**src/rtl/fpu_frame_ctrl.sv**
```systemverilog
// fpu_frame_ctrl
// Byte-stream command framer between a UART byte interface and the FPU datapath.
// Inbound frame : {opcode, A bytes, B bytes}; operand byte order set by RX_LSB_FIRST.
// Outbound frame: {status, result bytes MS byte first}; result omitted on any error.
// Status byte   : [7]=1 marker, [6]=OVR, [5:4]=op_sel, [3]=ERR_OPTO, [2]=ERR_RXTO,
//                 [1]=ERR_OP, [0]=NaN.
//
// state     | meaning
// ----------+----------------------------------------------------------
// IDLE      | waiting for an opcode byte
// RX_A      | collecting operand A bytes
// RX_B      | collecting operand B bytes
// EXEC      | op_en asserted for exactly one cycle
// WAIT_RES  | waiting for fpu_ready, optional timeout
// TX_STATUS | presenting the status byte until accepted
// TX_RES    | presenting result bytes, MS byte first
module fpu_frame_ctrl #(
    parameter int DATA_W       = 32,
    parameter bit RX_LSB_FIRST = 1'b1,
    parameter int RX_TIMEOUT   = 0,
    parameter int OP_TIMEOUT   = 0
) (
    input  logic              clk,
    input  logic              reset,
    input  logic              rx_valid,
    input  logic [7:0]        rx_data,
    input  logic              tx_ready,
    output logic              tx_valid,
    output logic [7:0]        tx_data,
    output logic [DATA_W-1:0] op_a,
    output logic [DATA_W-1:0] op_b,
    output logic [1:0]        op_sel,
    output logic              op_en,
    input  logic [DATA_W-1:0] fpu_result,
    input  logic              fpu_ready,
    input  logic              fpu_nan,
    output logic              busy
);

    localparam int               NBYTES   = DATA_W / 8;
    localparam int               CNT_W    = (NBYTES > 1) ? $clog2(NBYTES) : 1;
    localparam logic [CNT_W-1:0] LAST_IDX = CNT_W'(NBYTES - 1);
    localparam bit               RX_TO_EN = (RX_TIMEOUT > 0);
    localparam bit               OP_TO_EN = (OP_TIMEOUT > 0);
    // Timer is loaded with N-1 so the timeout fires on the N-th idle cycle.
    localparam logic [15:0]      RX_LOAD  = RX_TO_EN ? 16'(RX_TIMEOUT - 1) : 16'd0;
    localparam logic [15:0]      OP_LOAD  = OP_TO_EN ? 16'(OP_TIMEOUT - 1) : 16'd0;

    typedef enum logic [2:0] {
        IDLE      = 3'd0,
        RX_A      = 3'd1,
        RX_B      = 3'd2,
        EXEC      = 3'd3,
        WAIT_RES  = 3'd4,
        TX_STATUS = 3'd5,
        TX_RES    = 3'd6
    } state_t;

    state_t            r_state;
    state_t            w_state_nx;

    logic [CNT_W-1:0]  r_cnt;
    logic [CNT_W-1:0]  w_byte_idx;
    logic [15:0]       r_tmr;
    logic [DATA_W-1:0] r_op_a;
    logic [DATA_W-1:0] r_op_b;
    logic [DATA_W-1:0] r_result;
    logic [1:0]        r_op_sel;
    logic              r_nan;
    logic              r_ovr;
    logic              r_err_op;
    logic              r_err_rxto;
    logic              r_err_opto;
    logic [7:0]        r_status;

    logic [1:0]        w_op_sel_nx;
    logic              w_nan_nx;
    logic              w_ovr_nx;
    logic              w_err_op_nx;
    logic              w_err_rxto_nx;
    logic              w_err_opto_nx;
    logic [7:0]        w_status_nx;

    logic              w_in_rx;
    logic              w_last;
    logic              w_bad_op;
    logic              w_rx_to;
    logic              w_op_to;
    logic              w_tx_fire;
    logic              w_drop;
    logic              w_rx_take;

    assign w_in_rx    = (r_state == RX_A) || (r_state == RX_B);
    assign w_rx_take  = w_in_rx && rx_valid;
    assign w_last     = (r_cnt == LAST_IDX);
    assign w_bad_op   = |rx_data[7:2];
    assign w_rx_to    = RX_TO_EN && w_in_rx && !rx_valid && (r_tmr == 16'd0);
    assign w_op_to    = OP_TO_EN && (r_state == WAIT_RES) && !fpu_ready && (r_tmr == 16'd0);
    assign w_tx_fire  = tx_valid && tx_ready;
    assign w_drop     = rx_valid && (r_state inside {EXEC, WAIT_RES, TX_STATUS, TX_RES});
    assign w_byte_idx = RX_LSB_FIRST ? r_cnt : (LAST_IDX - r_cnt);

    assign op_a   = r_op_a;
    assign op_b   = r_op_b;
    assign op_sel = r_op_sel;
    assign busy   = (r_state != IDLE);

    // State register; reset aborts any frame in flight immediately.
    always_ff @(posedge clk or posedge reset) begin
        if (reset) begin
            r_state <= IDLE;
        end else begin
            r_state <= w_state_nx;
        end
    end

    // Next-state decode and the state-derived outputs (op_en, tx_valid, tx_data).
    always_comb begin
        w_state_nx = r_state;
        tx_valid   = 1'b0;
        tx_data    = 8'h00;
        op_en      = 1'b0;
        case (r_state)
            IDLE: begin
                if (rx_valid) begin
                    w_state_nx = w_bad_op ? TX_STATUS : RX_A;
                end
            end
            RX_A: begin
                if (rx_valid && w_last) begin
                    w_state_nx = RX_B;
                end else if (w_rx_to) begin
                    w_state_nx = TX_STATUS;
                end
            end
            RX_B: begin
                if (rx_valid && w_last) begin
                    w_state_nx = EXEC;
                end else if (w_rx_to) begin
                    w_state_nx = TX_STATUS;
                end
            end
            EXEC: begin
                op_en      = 1'b1;
                w_state_nx = WAIT_RES;
            end
            WAIT_RES: begin
                if (fpu_ready || w_op_to) begin
                    w_state_nx = TX_STATUS;
                end
            end
            TX_STATUS: begin
                tx_valid = 1'b1;
                tx_data  = r_status;
                if (tx_ready) begin
                    w_state_nx = (|r_status[3:1]) ? IDLE : TX_RES;
                end
            end
            TX_RES: begin
                tx_valid = 1'b1;
                tx_data  = r_result[DATA_W-1 -: 8];
                if (tx_ready && w_last) begin
                    w_state_nx = IDLE;
                end
            end
            default: begin
                w_state_nx = IDLE;
            end
        endcase
    end

    // Next values of op_sel and the status flags, so the status snapshot includes
    // any flag raised in the same cycle the FSM heads for TX_STATUS.
    always_comb begin
        w_op_sel_nx   = r_op_sel;
        w_nan_nx      = r_nan;
        w_ovr_nx      = r_ovr;
        w_err_op_nx   = r_err_op;
        w_err_rxto_nx = r_err_rxto;
        w_err_opto_nx = r_err_opto;
        if ((r_state == IDLE) && rx_valid) begin
            w_nan_nx      = 1'b0;
            w_ovr_nx      = 1'b0;
            w_err_rxto_nx = 1'b0;
            w_err_opto_nx = 1'b0;
            w_err_op_nx   = w_bad_op;
            if (!w_bad_op) begin
                w_op_sel_nx = rx_data[1:0];
            end
        end
        if (w_drop) begin
            w_ovr_nx = 1'b1;
        end
        if (w_rx_to) begin
            w_err_rxto_nx = 1'b1;
        end
        if ((r_state == WAIT_RES) && fpu_ready) begin
            w_nan_nx = fpu_nan;
        end
        if (w_op_to) begin
            w_err_opto_nx = 1'b1;
        end
    end

    assign w_status_nx = {1'b1, w_ovr_nx, w_op_sel_nx, w_err_opto_nx,
                          w_err_rxto_nx, w_err_op_nx, w_nan_nx};

    // Datapath: flags, status snapshot, byte counter, operands, result shifter, timer.
    always_ff @(posedge clk or posedge reset) begin
        if (reset) begin
            r_op_sel   <= 2'b00;
            r_nan      <= 1'b0;
            r_ovr      <= 1'b0;
            r_err_op   <= 1'b0;
            r_err_rxto <= 1'b0;
            r_err_opto <= 1'b0;
            r_status   <= 8'h00;
            r_cnt      <= '0;
            r_op_a     <= '0;
            r_op_b     <= '0;
            r_result   <= '0;
            r_tmr      <= 16'd0;
        end else begin
            r_op_sel   <= w_op_sel_nx;
            r_nan      <= w_nan_nx;
            r_ovr      <= w_ovr_nx;
            r_err_op   <= w_err_op_nx;
            r_err_rxto <= w_err_rxto_nx;
            r_err_opto <= w_err_opto_nx;

            // Frozen while presented so tx_data cannot move under a stalled handshake.
            if ((w_state_nx == TX_STATUS) && (r_state != TX_STATUS)) begin
                r_status <= w_status_nx;
            end

            if (r_state == IDLE) begin
                r_cnt <= '0;
            end else if (w_rx_take || ((r_state == TX_RES) && w_tx_fire)) begin
                r_cnt <= w_last ? '0 : r_cnt + 1'b1;
            end

            if (w_rx_take) begin
                for (int i = 0; i < NBYTES; i++) begin
                    if (w_byte_idx == CNT_W'(i)) begin
                        if (r_state == RX_A) begin
                            r_op_a[8*i +: 8] <= rx_data;
                        end else begin
                            r_op_b[8*i +: 8] <= rx_data;
                        end
                    end
                end
            end

            if ((r_state == WAIT_RES) && fpu_ready) begin
                r_result <= fpu_result;
            end else if ((r_state == TX_RES) && w_tx_fire) begin
                r_result <= r_result << 8;
            end

            if (((r_state == IDLE) && rx_valid) || w_rx_take) begin
                r_tmr <= RX_LOAD;
            end else if (r_state == EXEC) begin
                r_tmr <= OP_LOAD;
            end else if ((w_in_rx || (r_state == WAIT_RES)) && (r_tmr != 16'd0)) begin
                r_tmr <= r_tmr - 1'b1;
            end
        end
    end

endmodule

```
**config.mk**
```make
export PLATFORM = sky130hd
export DESIGN_NAME = fpu_frame_ctrl
export DESIGN_NICKNAME = d
export VERILOG_FILES = /design/src/rtl/fpu_frame_ctrl.sv
export SDC_FILE = /design/constraint.sdc
export NUM_CORES = 1
export LEC_CHECK = 0
export BUFFER_PORTS_ARGS = -buffer_cell sky130_fd_sc_hd__buf_2
export CAP_MARGIN = 5
export CORE_MARGIN = 2
export CORE_UTILIZATION = 40
export DETAILED_ROUTE_END_ITERATION = 12
export PLACE_DENSITY = 0.65
export SETUP_SLACK_MARGIN = 0.3
export SLEW_MARGIN = 10
export SYNTH_ARGS = -nofsm -noshare
export SYNTH_HDL_FRONTEND = slang
export SYNTH_SLANG_ARGS = --single-unit
```
**constraint.sdc**
```tcl
create_clock -name clk -period 5.2 [get_ports clk]
set_input_delay 1.56 -clock clk [delete_from_list [all_inputs] [get_ports clk]]
set_output_delay 1.56 -clock clk [all_outputs]
set_load 0.01 [all_outputs]
```
# After elaboration in Yosys (flattened, before gate mapping)
# Cells that the tools add are included.
# word_totals
ff_bits,116
inputBits,46
out_inout_bits,77
elab_cells,85
# op_classes
addsub,1
n_eq_ne,11
n_mux,26
n_bitwise,1
n_reduce_logical,28
# ops
op,n
32-bit two-way mux,2
3-bit two-way mux,8
3-bit AND reduction,8
3-bit one-hot mux with 7 select lines,1
8-bit one-hot mux with 2 select lines,1
3-bit == test (second input constant),4
2-bit two-way mux,5
1-bit logical AND,9
1-bit two-way mux,9
3-bit by 2-bit == test with 1-bit output (second input constant),2
6-bit OR reduction,1
2-bit == test (second input constant),2
2-bit nonzero test,2
4-bit nonzero test,1
3-bit by 1-bit == test with 1-bit output (second input constant),1
3-bit logical NOT,1
3-bit inequality test (second input constant),1
3-bit nonzero test,1
3-bit OR reduction,1
2-bit by 1-bit adder with 2-bit output (second input constant),1
2-bit by 1-bit == test with 1-bit output (second input constant),1
2-bit logical NOT,1
1-bit logical OR,2
2-bit OR reduction,1
1-bit inverter,1

# Longest topological paths before layout
# Gate-level depths: netlist (run 1).
# depth
depth_word,8
ltp_mapped,7
mapped_depth_nobuf,5

# Worst setup path after synthesis (run 1)
# OpenSTA, ideal clock, no wires.
# synth_path
kind,input port to flip-flop
start,input rx_data[4]
end,register r_status[1]
arrival_ns,2.845
setup_slack_ns,2.230
stages,5
n_path_buf,1
path_cell_list,clkbuf_1 nor4_1 a21boi_1 o31ai_4 mux2_2
# synth_via
elab_chain_len,6
elab_cells_between_ends,7
classes_between,eq/ne: 1; mux: 4; reduce/logical: 2
# synth_rtl
element,line,source
from (decl),26,"input logic [7:0] rx_data,"
6-bit OR reduction (*),96,assign w_bad_op = |rx_data[7:2];
3-bit two-way mux,126,w_state_nx = w_bad_op ? TX_STATUS : RX_A;
3-bit two-way mux,125,if (rx_valid) begin
3-bit one-hot mux with 7 select lines,123,case (r_state)
3-bit == test,232,if ((w_state_nx == TX_STATUS) && (r_state != TX_STATUS)) begin
1-bit logical AND,232,
to (signal assigned),233,r_status <= w_status_nx;
to (decl),74,logic [7:0] r_status;
# Mark *: on every way between the ends. The rest lies on a longest branch, timed or not.
# A chain may end at the register's enable or synchronous reset.

# Final worst setup path (run 1)
# layout_path
start,register r_state[0]
end,output tx_data[0]
# layout_via
elab_chain_len,2
elab_cells_between_ends,3
classes_between,eq/ne: 2; mux: 1
# layout_rtl
element,line,source
from (decl),59,state_t r_state;
from (signal assigned),113,r_state <= w_state_nx;
3-bit == test,123,
8-bit one-hot mux with 2 select lines (*),123,
to (decl),29,"output logic [7:0] tx_data,"
# Marks and branches as above.

==> summary.txt, run 1 <==
Yosys
  • Register bit total from synthesis: 115
  • Net count after synthesis: 425
  • Post-synthesis compound-gate area fraction: 8.477%
  • Number of different library cells in the post-synthesis netlist: 43
  • Number of cells produced by synthesis: 375
  • Dominant combinational cell family by area after synthesis: multiplexers
  • Syn avg cell area: 13.19 um2
  • Number of enable-type register cells in the synthesized netlist: 0
  • Simple-gate share of the synthesized area: 7.996%
  • Post-synthesis async set-or-reset flop share: 100.0%
  • Adder and majority gate portion of the synthesized area: 1.215%
  • Post-synthesis instance area: 0.004945 mm2
  • Count of warnings emitted by yosys: 0
  • XOR/XNOR share of the synthesized area: 0%
  • Multiplexer fraction of the synthesized cell area: 21.66%
  • Most common flop cell mapped by yosys: sky130_fd_sc_hd__dfrtp_1
  • Sequential-to-total area share from yosys stat: 58.20%

Pwr
  • Share of total power consumed by net switching: 31.92%
  • Worst voltage drop across the vdd grid: 0.0003483 V
  • Leakage component of the power: 0.003272 uW
  • Ratio of total power to cell area: 623.4 mW/mm2
  • Total Power Consumption: 3947 uW
  • Cell internal power dissipation: 2687 uW
  • Switching power summed over all nets: 1260 uW
  • Proportion of power drawn by combinational gates: 30.6%
  • Portion of total power attributed to the clock network: 30.4%
  • Share of total power in sequential cells: 39.0%

Global routing
  • First-pass GRT wire length: 17610 um
  • Antenna violations before repair: 0
  • Vias in the first global route: 3376
  • Pin count of the biggest net entering global routing: 48
  • Remaining global-route overflow: 0
  • Gr usage total: 17.57%

Drt
  • Violation count after the first detailed-routing iteration: 225
  • Detailed-routed wire length on met2: 5277 um
  • Met3 WL post-DR: 587 um
  • Aggregate routed wire length: 11170 um
  • Average wire per standard cell: 16.42 um
  • Via-per-instance ratio: 4.937
  • Length of routed wiring on met1: 5150 um
  • Pre-Repair DR Iteration Count: 7
  • Post-route DRC violation count: 0
  • Vias post-DR: 3357
  • Top Metal Used: met4
  • Antenna Violating Nets Remaining: 0

STA
  • Worst slew slack as a fraction of its limit: 35.09%
  • Worst Clk Skew: 0.006033 ns
  • Setup repair after global routing missed its margin: no
  • Slew @ Worst Pin: 0.9717 ns
  • Final worst path period share: 77.35%
  • Min Tclk post-route: 4.022 ns
  • Highest attainable clock frequency: 0.2486 GHz
  • Final Hold Fails: 0
  • Final max-slew violation count: 0
  • Setup_tns: 0 ns
  • Final-report setup violation count: 0

Floorplan
  • Die width: 115.2 um
  • Number of primary I/O pins: 123
  • Die ar.: 0.01327 mm2
  • Core Area: 0.01206 mm2
  • Initial cell density of the core: 41.00%
  • Standard-cell row count: 40
  • Die height: 115.2 um

Clocking
  • Clock sink count: 115
  • Clock buffer count from CTS: 17
  • CTS H-tree lvls: 4
  • Total of cells resized after clock tree synthesis: 0
  • TritonCTS clock tree: done
  • Max Root-Sink Buffers: 2
  • Clock-pin slew of the registers on the worst-case setup and hold paths: 0.05 ns
  • Clock Latency Late Sink: 0.41 ns
  • Master cell of the clock root buffer: sky130_fd_sc_hd__clkbuf_16
  • Setup Fix Bufs, Post-CTS: 0
  • Count of hold-fix buffers inserted at cts: 0

Cells and area
  • Commonest non-fill, non-tap cell in the layout: sky130_fd_sc_hd__buf_2
  • Fillers: 1044
  • Final cell count without fillers: 680
  • Top library cells by usage in the layout, fill and taps aside: sky130_fd_sc_hd__buf_2 (122), sky130_fd_sc_hd__dfrtp_1 (115), sky130_fd_sc_hd__mux2_2 (69)
  • # diodes: 0
  • Area delta synth->final: 28.04%
  • NumNets Final: 550
  • Share of cells above drive strength 1: 47.27%

Worst hold path
  • Class of the worst hold path: reg -> reg

Status
  • Result of the run: finished, final reports clean

Worst setup path
  • Critical Path AT: 2.46 ns
  • Required time of the worst setup path: 3.64 ns
  • Register-to-register setup slack: 2.38 ns
  • Sort of element at the end of the critical path: output pin
  • Max FO, Critical Path: 18
  • Setup crit start kind: register
  • Crit Path Category: reg -> out

Place
  • Routability cong.: 0.7628
  • Number of port buffers: 122
  • Half-perimeter wire length after detailed placement: 7790 um
  • DP Cell Count: 649

Run
  • MaxCap Viol Count: 0
-- metrics by stage --
stage | util (%) | instance area [um2] | hold WS (ns) | setup WS [ns]
floorplan | - | 4945 | 0.4351 | 0.5959
global placement | 47.33 | 5709 | 0.4703 | 1.594
detailed placement | 47.33 | 5709 | 0.4711 | 1.598
CTS | 52.49 | 6331 | 0.4871 | 1.162
global route | 52.49 | 6331 | 0.5025 | 1.033
finish | 52.49 | 6331 | 0.4819 | 1.178
-- kinds of logic after synthesis --
logic type,after synthesis
fa+ha+maj,5
compound gates,60
flops,115
simple gates,71
buf+inv,26
mux,98
-- layout make-up --
cell class,count,area [um2],share of cell area (%)
sequential,115,2878,45.45
multi-input combinational,234,1952,30.83
timing repair buffer,127,648.1,10.24
clock buffer,23,498.0,7.866
tap,168,210.2,3.320
clock inverter,8,123.9,1.957
inverter,5,21.27,0.3360
-- cell usage after synthesis, types with 2 or more instances --
cell type / instances / area [um2]
sky130_fd_sc_hd__o21a_1: 2 / 15.01
sky130_fd_sc_hd__dfrtp_1: 115 / 2878
sky130_fd_sc_hd__or3_1: 2 / 12.51
sky130_fd_sc_hd__a21o_1: 2 / 15.01
sky130_fd_sc_hd__nand2_1: 30 / 112.6
sky130_fd_sc_hd__nor2_1: 11 / 41.29
sky130_fd_sc_hd__a31oi_1: 3 / 18.77
sky130_fd_sc_hd__clkbuf_1: 9 / 33.78
sky130_fd_sc_hd__nor2b_1: 3 / 18.77
sky130_fd_sc_hd__mux2i_1: 26 / 260.3
sky130_fd_sc_hd__ha_1: 4 / 50.05
sky130_fd_sc_hd__and2b_1: 2 / 15.01
sky130_fd_sc_hd__mux2_2: 69 / 777.0
sky130_fd_sc_hd__a22o_1: 9 / 78.83
sky130_fd_sc_hd__a22oi_1: 8 / 60.06
sky130_fd_sc_hd__and3_1: 2 / 12.51
sky130_fd_sc_hd__nor4b_4: 2 / 47.55
sky130_fd_sc_hd__mux2_1: 3 / 33.78
sky130_fd_sc_hd__nand2b_1: 2 / 12.51
sky130_fd_sc_hd__buf_2: 6 / 30.03
sky130_fd_sc_hd__buf_4: 4 / 30.03
sky130_fd_sc_hd__o21ai_0: 28 / 140.1
sky130_fd_sc_hd__nand2_2: 8 / 50.05
sky130_fd_sc_hd__nand3_1: 2 / 10.01
sky130_fd_sc_hd__inv_1: 5 / 18.77
-- worst paths after layout --
| kind | startpoint | endpoint | cells past startpoint |
|---|---|---|---|
| min in group asynchronous | reset | op_b[23]$_DFFE_PP0P_ | 2 |
| setup reg to reg | r_state[2]$_DFF_PP0_ | r_result[1]$_DFFE_PP0P_ | 5 |
| max in group asynchronous | reset | r_status[5]$_DFFE_PP0P_ | 3 |
| hold reg to reg | r_err_opto$_DFF_PP0_ | r_err_opto$_DFF_PP0_ | 1 |
| setup / recovery | r_state[0]$_DFF_PP0_ | tx_data[0] | 4 |
| hold / removal | r_err_opto$_DFF_PP0_ | r_err_opto$_DFF_PP0_ | 1 |
-- routing by layer --
layer,global-route usage (%),up-vias
met4,6.667,0
li1,-,1585
met5,0,-
met1,22.82,1641
met3,4.797,14
met2,28.24,117
-- power by group through the flow --
stage               sequential (uW)  clock, uW  combinational, uW
CTS                            1540       1220               1230
global placement               1530          0               1190
floorplan                      1560          0                757
global route                   1580       1260               1340
detailed placement             1550          0               1220
finish                         1540       1200               1210
-- flip-flops by register name (all words and copies together), names as in the netlist --
register    cells
op_b           32
r_status        8
r_ovr           1
r_err_opto      1
op_sel          2
r_err_rxto      1
op_a           32
r_cnt           2
r_err_op        1
r_state         3
r_result       32
-- worst max-delay path, cell delays in order (launching register included) --
cell,delay [ns]
sky130_fd_sc_hd__dfrtp_1,0.69
sky130_fd_sc_hd__nor2b_1,0.85
sky130_fd_sc_hd__a22oi_1,0.20
sky130_fd_sc_hd__nor2_1,0.17
sky130_fd_sc_hd__buf_2,0.15
(Power assumes the default switching activity.)
==> inputs of run 2 (changes only) <==
--- a/config.mk
+++ b/config.mk
@@ -10,7 +10,7 @@
 export CORE_MARGIN = 2
 export CORE_UTILIZATION = 40
 export DETAILED_ROUTE_END_ITERATION = 12
-export PLACE_DENSITY = 0.65
+export PLACE_DENSITY = 0.67
 export SETUP_SLACK_MARGIN = 0.3
 export SLEW_MARGIN = 10
 export SYNTH_ARGS = -nofsm -noshare
==> constraint.sdc (replaced) <==
create_clock -name clk -period 3.28 [get_ports clk]
set_input_delay 0.984 -clock clk [delete_from_list [all_inputs] [get_ports clk]]
set_output_delay 0.984 -clock clk [all_outputs]
set_load 0.01 [all_outputs]
==> summary.txt, run 2 (synthesized netlist as in run 1, its figures left out) <==
Place
  • Routability cong.: 0.7605 (-0.30%)
  • Half-perimeter wire length after detailed placement: 7535 um (-3.3%)
  • Number of port buffers: 122 (unchanged)
  • DP Cell Count: 652 (+0.46%)

Clocking
  • Max Root-Sink Buffers: 2 (unchanged)
  • CTS H-tree lvls: 4 (unchanged)
  • Clock-pin slew of the registers on the worst-case setup and hold paths: 0.05 ns (about the same)
  • Clock sink count: 115 (unchanged)
  • Setup Fix Bufs, Post-CTS: 0 (unchanged)
  • Master cell of the clock root buffer: sky130_fd_sc_hd__clkbuf_16
  • Clock buffer count from CTS: 17 (unchanged)
  • Clock Latency Late Sink: 0.41 ns (about the same)
  • TritonCTS clock tree: done

Cells and area
  • Area delta synth->final: 28.52%
  • Top library cells by usage in the layout, fill and taps aside: sky130_fd_sc_hd__buf_2 (122), sky130_fd_sc_hd__dfrtp_1 (115), sky130_fd_sc_hd__mux2_2 (69)
  • # diodes: 0 (unchanged)
  • Commonest non-fill, non-tap cell in the layout: sky130_fd_sc_hd__buf_2
  • Share of cells above drive strength 1: 47.96% (+0.70 points)
  • Final cell count without fillers: 683 (+0.44%)
  • NumNets Final: 553 (+0.55%)
  • Fillers: 1040 (-0.38%)

Worst setup path
  • Max FO, Critical Path: 15 (-3)
  • Required time of the worst setup path: 2.30 ns (-1.34 ns)
  • Critical Path, Cell by Cell: buf_4 > nor2b_1 > buf_4 > a22oi_1 > nor2_1 > buf_2
  • Sort of element at the end of the critical path: output pin
  • Critical Path AT: 1.79 ns (-0.67 ns)
  • Reg-to-reg startpoint: r_cnt[0]$_DFFE_PP0P_
  • Worst path top cell family by delay: buffers and inverters
  • Crit Path Category: reg -> out
  • Crit path largest cell delay: 0.36 ns (-0.49 ns)
  • Combined buffer and inverter count along the critical path: 3 (+2)
  • FF-to-FF End: r_status[4]$_DFFE_PP0P_
  • Slowest library cell on the worst path: sky130_fd_sc_hd__dfrtp_1
  • Worst reg2reg path depth: 5 (unchanged)
  • Number of cells on the critical path: 6 (+2)
  • Critical path's most frequent cell: sky130_fd_sc_hd__buf_4
  • Setup crit start kind: register
  • Register-to-register setup slack: 1.22 ns (-1.16 ns)

Global routing
  • Antenna violations before repair: 0 (unchanged)
  • Gr usage total: 17.51% (-0.060 points)
  • First-pass GRT wire length: 17500 um (-0.62%)
  • Remaining global-route overflow: 0 (unchanged)
  • Vias in the first global route: 3396 (+0.59%)
  • Pin count of the biggest net entering global routing: 116 (+140%)

Worst hold path
  • Class of the worst hold path: reg -> reg
  • Hold path startpoint: r_status[7]$_DFFE_PP0P_
  • Terminating pin of the worst hold path: r_status[7]$_DFFE_PP0P_
  • Hold-critical path depth: 1 (unchanged)

STA
  • Final worst path period share: 84.60%
  • Worst Clk Skew: 0.01072 ns (+0.004685 ns)
  • Final Hold Fails: 0 (unchanged)
  • Highest attainable clock frequency: 0.3604 GHz
  • Worst slew slack as a fraction of its limit: 58.02% (+23 points)
  • Setup_tns: 0 ns (unchanged)
  • Min Tclk post-route: 2.775 ns
  • Final max-slew violation count: 0 (unchanged)
  • Slew @ Worst Pin: 0.6297 ns (-0.3420 ns)
  • Hold Slack: 0.4798 ns (-0.002091 ns)
  • Final-report setup violation count: 0 (unchanged)
  • Setup repair after global routing missed its margin: no

Drt
  • Post-route DRC violation count: 0 (unchanged)
  • Average wire per standard cell: 15.90 um (-3.2%)
  • Detailed-routed wire length on met2: 5025 um (-4.8%)
  • Via-per-instance ratio: 4.950 (+0.27%)
  • Vias post-DR: 3381 (+0.71%)
  • Top Metal Used: met4
  • Length of routed wiring on met1: 5091 um (-1.1%)
  • Pre-Repair DR Iteration Count: 5 (-2)
  • Violation count after the first detailed-routing iteration: 209 (-7.1%)
  • Antenna Violating Nets Remaining: 0 (unchanged)
  • Met3 WL post-DR: 700 um (+19%)
  • Aggregate routed wire length: 10860 um (-2.8%)

Floorplan
  • Core Area: 0.01206 mm2 (unchanged)
  • Initial cell density of the core: 41.00% (unchanged)
  • Die height: 115.2 um (unchanged)
  • Die ar.: 0.01327 mm2 (unchanged)
  • Die width: 115.2 um (unchanged)
  • Standard-cell row count: 40 (unchanged)
  • Number of primary I/O pins: 123 (unchanged)

Pwr
  • Total Power Consumption: 6218 uW (+58%)
  • Leakage component of the power: 0.003284 uW (+0.38%)
  • Ratio of total power to cell area: 978.5 mW/mm2 (+57%)
  • Worst voltage drop across the vdd grid: 0.0004219 V (+21%)

Status
  • Result of the run: finished, final reports clean

Run
  • MaxCap Viol Count: 0 (unchanged)
==> run 2: what timing repair did <==
item	4_1_cts	5_1_grt
hold buffers	0	0
gates resized for setup	0	1
endpoints found under the setup margin	0	7
==> run 2: cell type report <==
| class | instances | area [um2] | area share (%) |
|---|---|---|---|
| Clock buffer | 23 | 508.0 | 7.994 |
| Clock inverter | 8 | 98.84 | 1.555 |
| Inverter | 5 | 22.52 | 0.3544 |
| Multi-Input combinational cell | 234 | 1954 | 30.75 |
| Sequential cell | 115 | 2878 | 45.28 |
| Tap cell | 168 | 210.2 | 3.308 |
| Timing Repair Buffer | 130 | 683.2 | 10.75 |
==> run 2: metrics by stage <==
step	setup WS (ns)	utilization, %	area, um2
floorplan	0.8864	-	4949
global placement	0.5455	47.63	5746
detailed placement	0.5415	47.63	5746
CTS	0.3677	52.67	6352
global route	0.3187	52.69	6355
finish	0.5051	52.69	6355
==> run 2: how the worst max path moves through the flow <==
stage | startpoint | end
final | r_state[1]$_DFF_PP0_ | tx_data[3]
after global routing | r_state[1]$_DFF_PP0_ | tx_data[7]
after CTS | r_state[0]$_DFF_PP0_ | tx_data[3]
after detailed placement | rx_data[2] | r_status[2]$_DFFE_PP0P_
after global placement | rx_data[2] | r_status[5]$_DFFE_PP0P_
after floorplan | rx_data[4] | r_status[1]$_DFFE_PP0P_
==> run 2: per-layer routing <==
| layer | track usage [%] | up-vias |
|---|---|---|
| met1 | 22.99 | 1656 |
| met3 | 7.064 | 4 |
| met5 | 0 | - |
| li1 | - | 1595 |
| met2 | 26.71 | 126 |
| met4 | 5.542 | 0 |
==> run 2: where the power goes <==
group          internal (uW)  switching [uW]
clock network           1230             618
registers               2030             322
logic                    977            1050
total                   4230            1990
